`src/rtl/dual_cache_arbiter.sv`:
```
// Arbitrates a D-cache (requester 0) and an I-cache (requester 1) onto one memory
// beat port with single-word or 4-word-burst transactions. Define ARB_ROUND_ROBIN_EN
// for round-robin arbitration; otherwise requester 0 has fixed priority.
module dual_cache_arbiter #(
  parameter int unsigned MEM_LAT = 2
) (
  input  logic        clk,
  input  logic        rst_n,
  input  logic [1:0]  req_i,
  input  logic [1:0]  wr_i,
  input  logic [1:0]  burst_i,
  input  logic [15:0] addr0_i,
  input  logic [15:0] addr1_i,
  input  logic [15:0] wdata0_i,
  input  logic [15:0] wdata1_i,
  output logic [1:0]  gnt_o,
  output logic [1:0]  iss_offset_o,
  output logic        rd_valid_o,
  output logic [1:0]  rd_offset_o,
  output logic [15:0] rd_data_o,
  output logic [1:0]  done_o,
  output logic        mem_rd_o,
  output logic        mem_wr_o,
  output logic [15:0] mem_addr_o,
  output logic [15:0] mem_wdata_o,
  input  logic [15:0] mem_rdata_i,
  input  logic        mem_stall_i
);

  localparam int unsigned AW = 16;
  localparam int unsigned DW = 16;
  localparam int unsigned OW = 2;

  typedef enum logic [1:0] {
    IDLE  = 2'd0,
    ISSUE = 2'd1,
    WAIT  = 2'd2,
    WDONE = 2'd3
  } state_e;

  state_e          state_q, state_d;
  logic [1:0]      gnt_q, gnt_d;
  logic [OW-1:0]   cnt_q, cnt_d;
  logic            mem_rd_q, mem_rd_d;
  logic            mem_wr_q, mem_wr_d;
  logic [AW-1:0]   mem_addr_q, mem_addr_d;
  logic [1:0]      done_q, done_d;

  // Read-return pipe: valid, last-beat flag and word offset per stage
  logic [MEM_LAT-1:0]         pv_q, pv_d;
  logic [MEM_LAT-1:0]         pl_q, pl_d;
  logic [MEM_LAT-1:0][OW-1:0] po_q, po_d;

`ifdef ARB_ROUND_ROBIN_EN
  logic rr_q, rr_d;
`endif

  logic          win;
  logic [AW-1:0] win_addr;
  logic          own_idx;
  logic          own_burst;
  logic [AW-1:0] own_addr;
  logic [DW-1:0] own_wdata;
  logic          accept;
  logic          last_beat;
  logic          rd_last;

  // Winner selection among the current requests
  always_comb begin
    win = 1'b0;
`ifdef ARB_ROUND_ROBIN_EN
    if (req_i == 2'b11) begin
      win = rr_q;
    end else begin
      win = req_i[1];
    end
`else
    win = ~req_i[0];
`endif
  end

  assign win_addr  = win ? addr1_i : addr0_i;
  assign own_idx   = gnt_q[1];
  assign own_burst = burst_i[own_idx];
  assign own_addr  = own_idx ? addr1_i : addr0_i;
  assign own_wdata = own_idx ? wdata1_i : wdata0_i;
  assign accept    = (mem_rd_q | mem_wr_q) & ~mem_stall_i;
  assign last_beat = own_burst ? (cnt_q == OW'(3)) : 1'b1;
  assign rd_last   = pv_q[MEM_LAT-1] & pl_q[MEM_LAT-1];

  // Shift pipe tracking accepted read beats until their data returns
  always_comb begin
    pv_d    = pv_q;
    pl_d    = pl_q;
    po_d    = po_q;
    pv_d[0] = accept & mem_rd_q;
    pl_d[0] = accept & mem_rd_q & last_beat;
    po_d[0] = cnt_q;
    for (int unsigned i = 1; i < MEM_LAT; i++) begin
      pv_d[i] = pv_q[i-1];
      pl_d[i] = pl_q[i-1];
      po_d[i] = po_q[i-1];
    end
  end

  // Next-state and registered-output logic
  always_comb begin
    state_d    = state_q;
    gnt_d      = gnt_q;
    cnt_d      = cnt_q;
    mem_rd_d   = mem_rd_q;
    mem_wr_d   = mem_wr_q;
    mem_addr_d = mem_addr_q;
    done_d     = 2'b00;
`ifdef ARB_ROUND_ROBIN_EN
    rr_d       = rr_q;
`endif

    case (state_q)
      IDLE: begin
        if (req_i != 2'b00) begin
          state_d    = ISSUE;
          gnt_d      = win ? 2'b10 : 2'b01;
          cnt_d      = '0;
          mem_rd_d   = ~wr_i[win];
          mem_wr_d   = wr_i[win];
          mem_addr_d = burst_i[win] ? {win_addr[AW-1:3], 3'b000} : win_addr;
`ifdef ARB_ROUND_ROBIN_EN
          rr_d       = ~win;
`endif
        end
      end
      ISSUE: begin
        if (accept) begin
          if (last_beat) begin
            mem_rd_d = 1'b0;
            mem_wr_d = 1'b0;
            if (mem_wr_q) begin
              state_d = WDONE;
              done_d  = gnt_q;
            end else begin
              state_d = WAIT;
            end
          end else begin
            cnt_d      = cnt_q + OW'(1);
            mem_addr_d = {own_addr[AW-1:3], cnt_d, 1'b0};
          end
        end
      end
      WAIT: begin
        if (rd_last) begin
          state_d = IDLE;
          gnt_d   = 2'b00;
        end
      end
      WDONE: begin
        state_d = IDLE;
        gnt_d   = 2'b00;
      end
      default: begin
        state_d = IDLE;
        gnt_d   = 2'b00;
      end
    endcase

    // Read completion lines up with the last returned word
    if (pv_d[MEM_LAT-1] && pl_d[MEM_LAT-1]) begin
      done_d = gnt_q;
    end
  end

  always_ff @(posedge clk or negedge rst_n) begin
    if (!rst_n) begin
      state_q    <= IDLE;
      gnt_q      <= 2'b00;
      cnt_q      <= '0;
      mem_rd_q   <= 1'b0;
      mem_wr_q   <= 1'b0;
      mem_addr_q <= '0;
      done_q     <= 2'b00;
      pv_q       <= '0;
      pl_q       <= '0;
      po_q       <= '0;
    end else begin
      state_q    <= state_d;
      gnt_q      <= gnt_d;
      cnt_q      <= cnt_d;
      mem_rd_q   <= mem_rd_d;
      mem_wr_q   <= mem_wr_d;
      mem_addr_q <= mem_addr_d;
      done_q     <= done_d;
      pv_q       <= pv_d;
      pl_q       <= pl_d;
      po_q       <= po_d;
    end
  end

`ifdef ARB_ROUND_ROBIN_EN
  always_ff @(posedge clk or negedge rst_n) begin
    if (!rst_n) begin
      rr_q <= 1'b0;
    end else begin
      rr_q <= rr_d;
    end
  end
`endif

  assign gnt_o        = gnt_q;
  assign iss_offset_o = cnt_q;
  assign rd_valid_o   = pv_q[MEM_LAT-1];
  assign rd_offset_o  = po_q[MEM_LAT-1];
  assign rd_data_o    = pv_q[MEM_LAT-1] ? mem_rdata_i : '0;
  assign done_o       = done_q;
  assign mem_rd_o     = mem_rd_q;
  assign mem_wr_o     = mem_wr_q;
  assign mem_addr_o   = mem_addr_q;
  // Requester presents the word for iss_offset, so write data follows the owner live
  assign mem_wdata_o  = mem_wr_q ? own_wdata : '0;

endmodule
```
`config.mk`:
```
export PLATFORM = sky130hd
export DESIGN_NAME = dual_cache_arbiter
export DESIGN_NICKNAME = d
export VERILOG_FILES = /design/src/rtl/dual_cache_arbiter.sv
export SDC_FILE = /design/constraint.sdc
export NUM_CORES = 1
export LEC_CHECK = 0
export CORE_ASPECT_RATIO = 0.6
export CORE_MARGIN = 2
export CORE_UTILIZATION = 31
export DETAILED_ROUTE_END_ITERATION = 10
export GPL_ROUTABILITY_DRIVEN = 0
export PLACE_DENSITY = 0.8
export SYNTH_ARGS = -nofsm -noshare
export SYNTH_HDL_FRONTEND = slang
export SYNTH_SLANG_ARGS = --single-unit
```
`constraint.sdc`:
```
create_clock -name clk -period 1.6 [get_ports clk]
set_input_delay 0.48 -clock clk [delete_from_list [all_inputs] [get_ports clk]]
set_output_delay 0.48 -clock clk [all_outputs]
set_load 0.05 [all_outputs]
```
# After elaboration in Yosys (flattened, before gate mapping)
# Index checks and enable logic that the tools add are counted.
[word_totals]
ff_bits = 34
inputBits = 89
out_inout_bits = 59
elab_cells = 81
[op_classes]
addsub = 1
magnitude_cmp = 2
eq_ne = 9
muxes = 41
bitwise = 8
n_reduce_logical = 9
[ops]
columns = ["op", "n"]
rows = [
  ["two-way mux 16 bit", 8],
  ["one-hot mux 16 bit (2 select lines)", 1],
  ["two-way mux 2 bit", 14],
  ["two-way mux 1 bit", 12],
  ["AND reduction 4 bit", 3],
  ["!= test 2 bit (second input constant)", 5],
  ["one-hot mux 2 bit (4 select lines)", 1],
  ["== test 2 bit (second input constant)", 3],
  ["one-hot mux 2 bit (3 select lines)", 1],
  ["bitwise AND 1 bit", 4],
  ["< comparator 1 x 2 -> 1 bit (second input constant)", 2],
  ["one-hot mux 1 bit (2 select lines)", 2],
  ["one-hot mux 2 bit (2 select lines)", 1],
  ["nonzero test 2 bit", 2],
  ["two-way mux 3 bit", 1],
  ["inverter 1 bit", 3],
  ["AND reduction 3 bit", 1],
  ["nonzero test 3 bit", 1],
  ["adder 2 x 1 -> 2 bit (second input constant)", 1],
  ["== test 2 x 1 -> 1 bit (second input constant)", 1],
  ["logical NOT 2 bit", 1],
  ["logical AND 1 bit", 1],
  ["bitwise OR 1 bit", 1],
]

# Longest topological paths before layout
# Gate-level depths: netlist of run 1.
[logic_depth]
word_depth = 7
ltp_mapped = 6
mapped_depth_nobuf = 4

# Worst setup path before layout of run 1
# Ideal clock, no wire load.
[synth_timing]
path_type = "reg-to-output"
startpoint = "reg mem_wr_q, in the netlist mem_wr_o"
endpoint = "out mem_wdata_o[10]"
arrival_ns = 1.912
t_required_ns = 1.120
slack_ns = -0.792
path_stages_with_launch = 4
path_cell_list = "dfrtp_1 clkinv_1 clkbuf_1 nor2_1"
[synth_via]
elab_chain_len = 1
[synth_lines]
columns = ["item", "line_no", "source"]
rows = [
  ["from (decl)", "45", "logic mem_wr_q, mem_wr_d;"],
  ["from (signal assigned)", "189", "mem_wr_q <= mem_wr_d;"],
  ["two-way mux 16 bit", "218", "assign mem_wdata_o = mem_wr_q ? own_wdata : '0;"],
  ["to (decl)", "25", "output logic [15:0] mem_wdata_o,"],
]
# Every way passes these cells.

# Final worst setup path of run 1
[layout_timing]
startpoint = "reg gnt_q[1], in the netlist gnt_o[1]"
endpoint = "out mem_wdata_o[6]"
[layout_via]
elab_chain_len = 2
[layout_lines]
columns = ["item", "line_no", "source"]
rows = [
  ["from (decl)", "42", "logic [1:0] gnt_q, gnt_d;"],
  ["from (signal assigned)", "186", "gnt_q <= gnt_d;"],
  ["two-way mux 16 bit", "86", "assign own_wdata = own_idx ? wdata1_i : wdata0_i;"],
  ["two-way mux 16 bit", "218", ""],
]
# Every way passes these cells.

==> impl_metrics.ini, run 1 <==
[sta]
postLayoutSetupSlackWorst_ns = -0.398
max_slew_margin = 0.690
rsz0062_at_grt = true
worst_slew_pin_slew_ns = 0.464
clock_skew_ns = 0.0130
fin_crit_sh = 1.25
setup-violations-final = 55
hold_violations = 0
period_needed_ns = 2.00
slew_viol_final = 0
fmax_mhz = 501

[placement]
dp_cells = 413
port-buffer-count = 147
dpl_cell_area_um2 = 4390
dp_hpwl_um = 5760

[routing]
via_count = 2156
detail-route-antenna-nets = 0
drtIter0Drc = 97
vias_per_cell = 4.91
drc = 0
drtPass1Iterations = 4
wl_per_cell_um = 20.3
routed_wl_um = 8910

[worst_setup_path]
path_class = register to primary output
crit_path_top_delay_cell = dfrtp_2
critPathTopFamily = buffers and inverters
ff2ff_setup_slack_ns = -0.26
path_buf_inv = 3
required_ns = 1.12
max_stage_delay_ns = 0.43
timing.rr.start = gnt_o[1]
startpoint_type = register
end_kind = primary output
r2r_cells = 7
r2r_end = mem_addr_o[7]
cp_max_fo = 5
worstPathCellList = buf_4 -> buf_12 -> mux2i_4 -> nor2_4 -> buf_12
critPathArrivalTime_ns = 1.52
cpMostUsedCell = buf_12

[yosys]
synthCells = 174
yosys-top-cells-area = dfrtp_1 (43%), mux2_2 (11%), mux2i_1 (9.7%)
yosysUniqueCellTypes = 32
synth.most_common_cell = dfrtp_1
synth_nets = 264
synth_top_area_cell = dfrtp_1
yosys.area.top_type_share = 0.432
synth_edf_count = 0
ys_seq_area_frac = 0.432
synth_flop_cell = dfrtp_1
netlist_area_um2 = 1970
ys_seq_elements = 34
post_synth.cell_area_avg_um2 = 11.3
synth-async-reset-ratio = 1.00
yosysWarnings = 0
synthTopCellsByCount = dfrtp_1 (34), nor2_1 (23), mux2_2 (20), mux2i_1 (19), and2_1 (18)

[power_and_ir_drop]
max-vdd-ir-drop_mv = 1.04
p_leak_nw = 2.10
p_per_area_nw_per_um2 = 1870

[clock_tree]
root_buffer = clkbuf_8
htreeDepth = 2
cts_buffer_depth = 2
cts_tree = done
cts_buffers = 5
cts.sinks = 34
insertion_delay_ns = 0.29
path_clk_slew_ns = 0.08
holdBufCountCts = 0

[floorplan]
initial_utilization = 0.321
ioPinCount = 148
die_w_um = 107
core_area_um2 = 6140
die_h_um = 65.7
die_area_um2 = 7030
rows = 22

[status]
violations = setup timing
status = finished, violations left

[finish]
syn2layout_area_growth_pct = 155
instances_no_fill = 439
fill_cells = 294
drive_gt1_frac = 0.569
nets = 444
antennaDiodeCount = 0
final_area_um2 = 5020

[grt]
grt-ovfl-total = 0
grt_max_degree = 35
grt_util_all_layers = 0.229
grt_pass1_wl_um = 12200
antenna_found_initial = 0
grt_pass1_vias = 2236

[run]
maxCapViolCount = 0

[min_path]
hold_path_class = input pin to asynchronous set/reset pin
placed cells by master, fill, tap and decap left out, types with 2 or more instances in the layout:
master | netlist | routed
clkdlybuf4s50_1 | 0 | 67
buf_12 | 0 | 64
dfrtp_1 | 34 | 30
buf_4 | 3 | 21
mux2_2 | 20 | 20
dlygate4sd2_1 | 0 | 20
nor2_4 | 2 | 18
and2_4 | 0 | 17
mux2i_4 | 0 | 16
mux2_4 | 10 | 10
nor2_1 | 23 | 7
clkbuf_8 | 0 | 6
buf_6 | 3 | 6
dfrtp_2 | 0 | 4
nand2_1 | 3 | 3
a22oi_1 | 3 | 3
a21oi_1 | 4 | 3
o21bai_4 | 0 | 2
inv_1 | 2 | 2
a21oi_2 | 1 | 2
nor2b_1 | 2 | 2
o21ai_0 | 3 | 2
a21o_1 | 2 | 2
mux2i_1 | 19 | 2
o22ai_1 | 2 | 2
nor3_1 | 3 | 2
buf_16 | 0 | 2
clkbuf_16 | 0 | 2
area by class of cell:
cell class | instances | area, um2 | area share
inverters | 3 | 16.3 | 0.00324
well taps | 84 | 105 | 0.0209
flip-flops and latches | 34 | 856 | 0.170
multi-input cells | 126 | 1450 | 0.290
clock buffers | 6 | 82.6 | 0.0164
clock inverters | 2 | 12.5 | 0.00249
repair buffers | 184 | 2490 | 0.497
how the worst max path moves through the flow:
stage / slack, ns / start / endpoint / cells past startpoint
after detailed placement: -0.68 / burst_i[1] / mem_addr_o[13] / 5
after global routing: -0.42 / gnt_o[1] / mem_wdata_o[6] / 5
after floorplan: -0.22 / gnt_o[1] / mem_addr_o[4] / 6
final: -0.40 / gnt_o[1] / mem_wdata_o[6] / 5
after CTS: -0.32 / gnt_o[1] / mem_wdata_o[0] / 5
after global placement: -0.62 / burst_i[1] / mem_addr_o[8] / 5
worst register-to-register path, cell delays in order (launching register included):
cell     delay, ns
dfrtp_2       0.43
buf_4         0.16
mux2i_4       0.20
nor4_4        0.32
nor2_4        0.08
buf_12        0.15
buf_16        0.14
mux2_2        0.28
metal layers:
layer,wire length [um],global-route usage,vias up
met5,0,0,-
met2,4620,0.405,101
met1,3480,0.287,1067
met4,131,0.0276,0
li1,-,-,970
met3,677,0.0675,18
repair_timing:
item	in CTS	in global routing
gates cloned	3	4
pin swaps	19	29
endpoints found under the hold margin	0	0
setup endpoints to repair	55	56
resized for setup	62	28
setup buffers	7	4
power breakdown:
group	switching (W)	total [W]	internal, W
clock network	0.000320	0.000666	0.000346
registers	0.000369	0.00159	0.00122
logic	0.00339	0.00715	0.00376
registers in the layout, summed over array words and instances, names as in the netlist:
signal,flops
mem_addr_o,16
done_o,2
gnt_o,2
iss_offset_o,2
pl_q,2
po_d,2
pv_q,2
rd_offset_o,2
state_q,2
mem_rd_o,1
mem_wr_o,1
cell families after synthesis:
family                     after synthesis  share of synthesized area
buffers and inverters                   14                     0.0457
DFF                                     34                      0.432
and+or+nand+nor                         56                      0.161
AOI/OAI and AO/OA                       20                     0.0673
adders and majority gates                1                    0.00635
muxes                                   49                      0.287
per-stage QoR:
stage                     hold slack (ns)  setup TNS, ns  total power, W  worst slack [ns]  utilization
after detailed placement            0.336         -20.39         0.00760            -0.683        0.715
after global routing                0.255         -12.88         0.00970            -0.421        0.818
after floorplan                     0.184          -4.38         0.00481            -0.224            -
after CTS                           0.240          -8.52         0.00883            -0.322        0.776
final                               0.220         -11.22         0.00940            -0.398        0.818
after global placement              0.333         -18.54         0.00749            -0.622        0.715
Note: power is estimated with default switching activity, not from simulation.
==> run 2, diff against run 1 <==
- CORE_MARGIN: 2 -> 4
- clock period: 1.6 -> 1.75 ns (I/O delays scaled with it)
==> impl_metrics.ini, run 2 (synthesis gave the netlist of run 1 again) <==
[finish]
syn2layout_area_growth_pct = 145
drive_gt1_frac = 0.542
final_cell_mix = clkdlybuf4s50_1 (67), buf_12 (61), dfrtp_1 (30)
antennaDiodeCount = 0
final_area_um2 = 4830
fill_cells = 352
largest_register_ff_count = 16
nets = 443
mostFrequentLayoutCell = clkdlybuf4s50_1
instances_no_fill = 438
final_util = 0.787

[status]
status = finished, violations left
violations = setup timing

[worst_setup_path]
crit_path_top_delay_cell = dfrtp_2
path_class = register to primary output
required_ns = 1.22
critPathLaunch = gnt_o[1]
worstPathCellList = clkbuf_16 -> mux2i_4 -> nor2_4 -> buf_12
max_stage_delay_ns = 0.45
startpoint_type = register
ff2ff_setup_slack_ns = -0.18
end_kind = primary output
cp_max_fo = 8
critPathArrivalTime_ns = 1.44
timing.rr.start = gnt_o[1]

[routing]
routed_wl_um = 8130
drtIter0Drc = 111
wl_per_cell_um = 18.6
detail-route-antenna-nets = 0
vias_per_cell = 4.72
via_count = 2069
drc = 0
drtPass1Iterations = 4

[sta]
period_needed_ns = 1.96
max_slew_margin = 0.715
clock_skew_ns = 0.00842
postLayoutSetupSlackWorst_ns = -0.213
fin_crit_sh = 1.12
fin_setup_tns_ns = -5.05
fmax_mhz = 510
setup-violations-final = 34
hold_violations = 0
slew_viol_final = 0
rsz0062_at_grt = true
worst_slew_pin_slew_ns = 0.428

[grt]
antenna_found_initial = 0
grt_pass1_vias = 2252
grt_pass1_wl_um = 11900
grt-ovfl-total = 0
grt_util_all_layers = 0.191
grt_max_degree = 35

[power_and_ir_drop]
p_per_area_nw_per_um2 = 1730
p_leak_nw = 2.10
p_total_w = 0.00834
max-vdd-ir-drop_mv = 1.03

[clock_tree]
cts.sinks = 34
htreeDepth = 2
path_clk_slew_ns = 0.07
root_buffer = clkbuf_8
insertion_delay_ns = 0.28
cts_buffer_depth = 2
cts_buffers = 5
cts_tree = done
holdBufCountCts = 0

[min_path]
hold_path_class = input pin to asynchronous set/reset pin

[floorplan]
die_area_um2 = 7730
rows = 22
core_area_um2 = 6140
initial_utilization = 0.321
ioPinCount = 148
die_h_um = 69.7
die_w_um = 111

[placement]
dp_hpwl_um = 5560
dp_cells = 415
dpl_cell_area_um2 = 4360
port-buffer-count = 147

[run]
maxCapViolCount = 0
## run 2: power breakdown
| part | switching, W | internal (W) |
|---|---|---|
| Sequential | 0.000330 | 0.00111 |
| Combinational | 0.00304 | 0.00328 |
| Clock | 0.000270 | 0.000317 |
| Total | 0.00364 | 0.00471 |
## run 2: worst paths after layout
check                                  to  cells past startpoint
min                         mem_addr_o[3]                      2
min reg2reg                rd_offset_o[0]                      0
max in group asynchronous         pv_q[1]                      2
min in group clk           rd_offset_o[0]                      0
max                        mem_wdata_o[1]                      4
max reg2reg                mem_addr_o[12]                      7
## run 2: per-stage QoR
stage	hold slack (ns)	setup WS, ns
final	0.260	-0.213
after global routing	0.292	-0.272
after CTS	0.278	-0.203
after detailed placement	0.335	-0.555
after global placement	0.333	-0.534
after floorplan	0.229	-0.0743
## run 2: what timing repair did
action                                  CTS  global route
endpoints found under the hold margin     0             0
endpoints found under the setup margin   52            47
buffers inserted                          6             4
resized for setup                        65            14
cloned                                    3             2
pin swaps                                 4             3
## run 2: final cells by class
cell class | count | area [um2] | share of cell area
clock buffers | 7 | 86.3 | 0.0179
clock inverters | 1 | 5.00 | 0.00104
inverters | 3 | 16.3 | 0.00337
multi-input cells | 128 | 1380 | 0.286
flip-flops and latches | 34 | 858 | 0.178
well taps | 84 | 105 | 0.0218
repair buffers | 181 | 2380 | 0.493
## run 2: routing by layer
layer / share of wire / global-route usage / vias to the layer above
met3: 0.063 / 0.0558 / 2
met1: 0.41 / 0.239 / 1010
met4: 0.0031 / 0.0178 / 0
met2: 0.52 / 0.340 / 92
met5: 0 / 0 / -
li1: - / - / 965
## run 2: worst max-delay path: cells and delay by family (launching register included)
family        cells  cell delay [ns]
buf+inv           2             0.36
flops             1             0.45
mux               1             0.28
simple gates      1             0.06
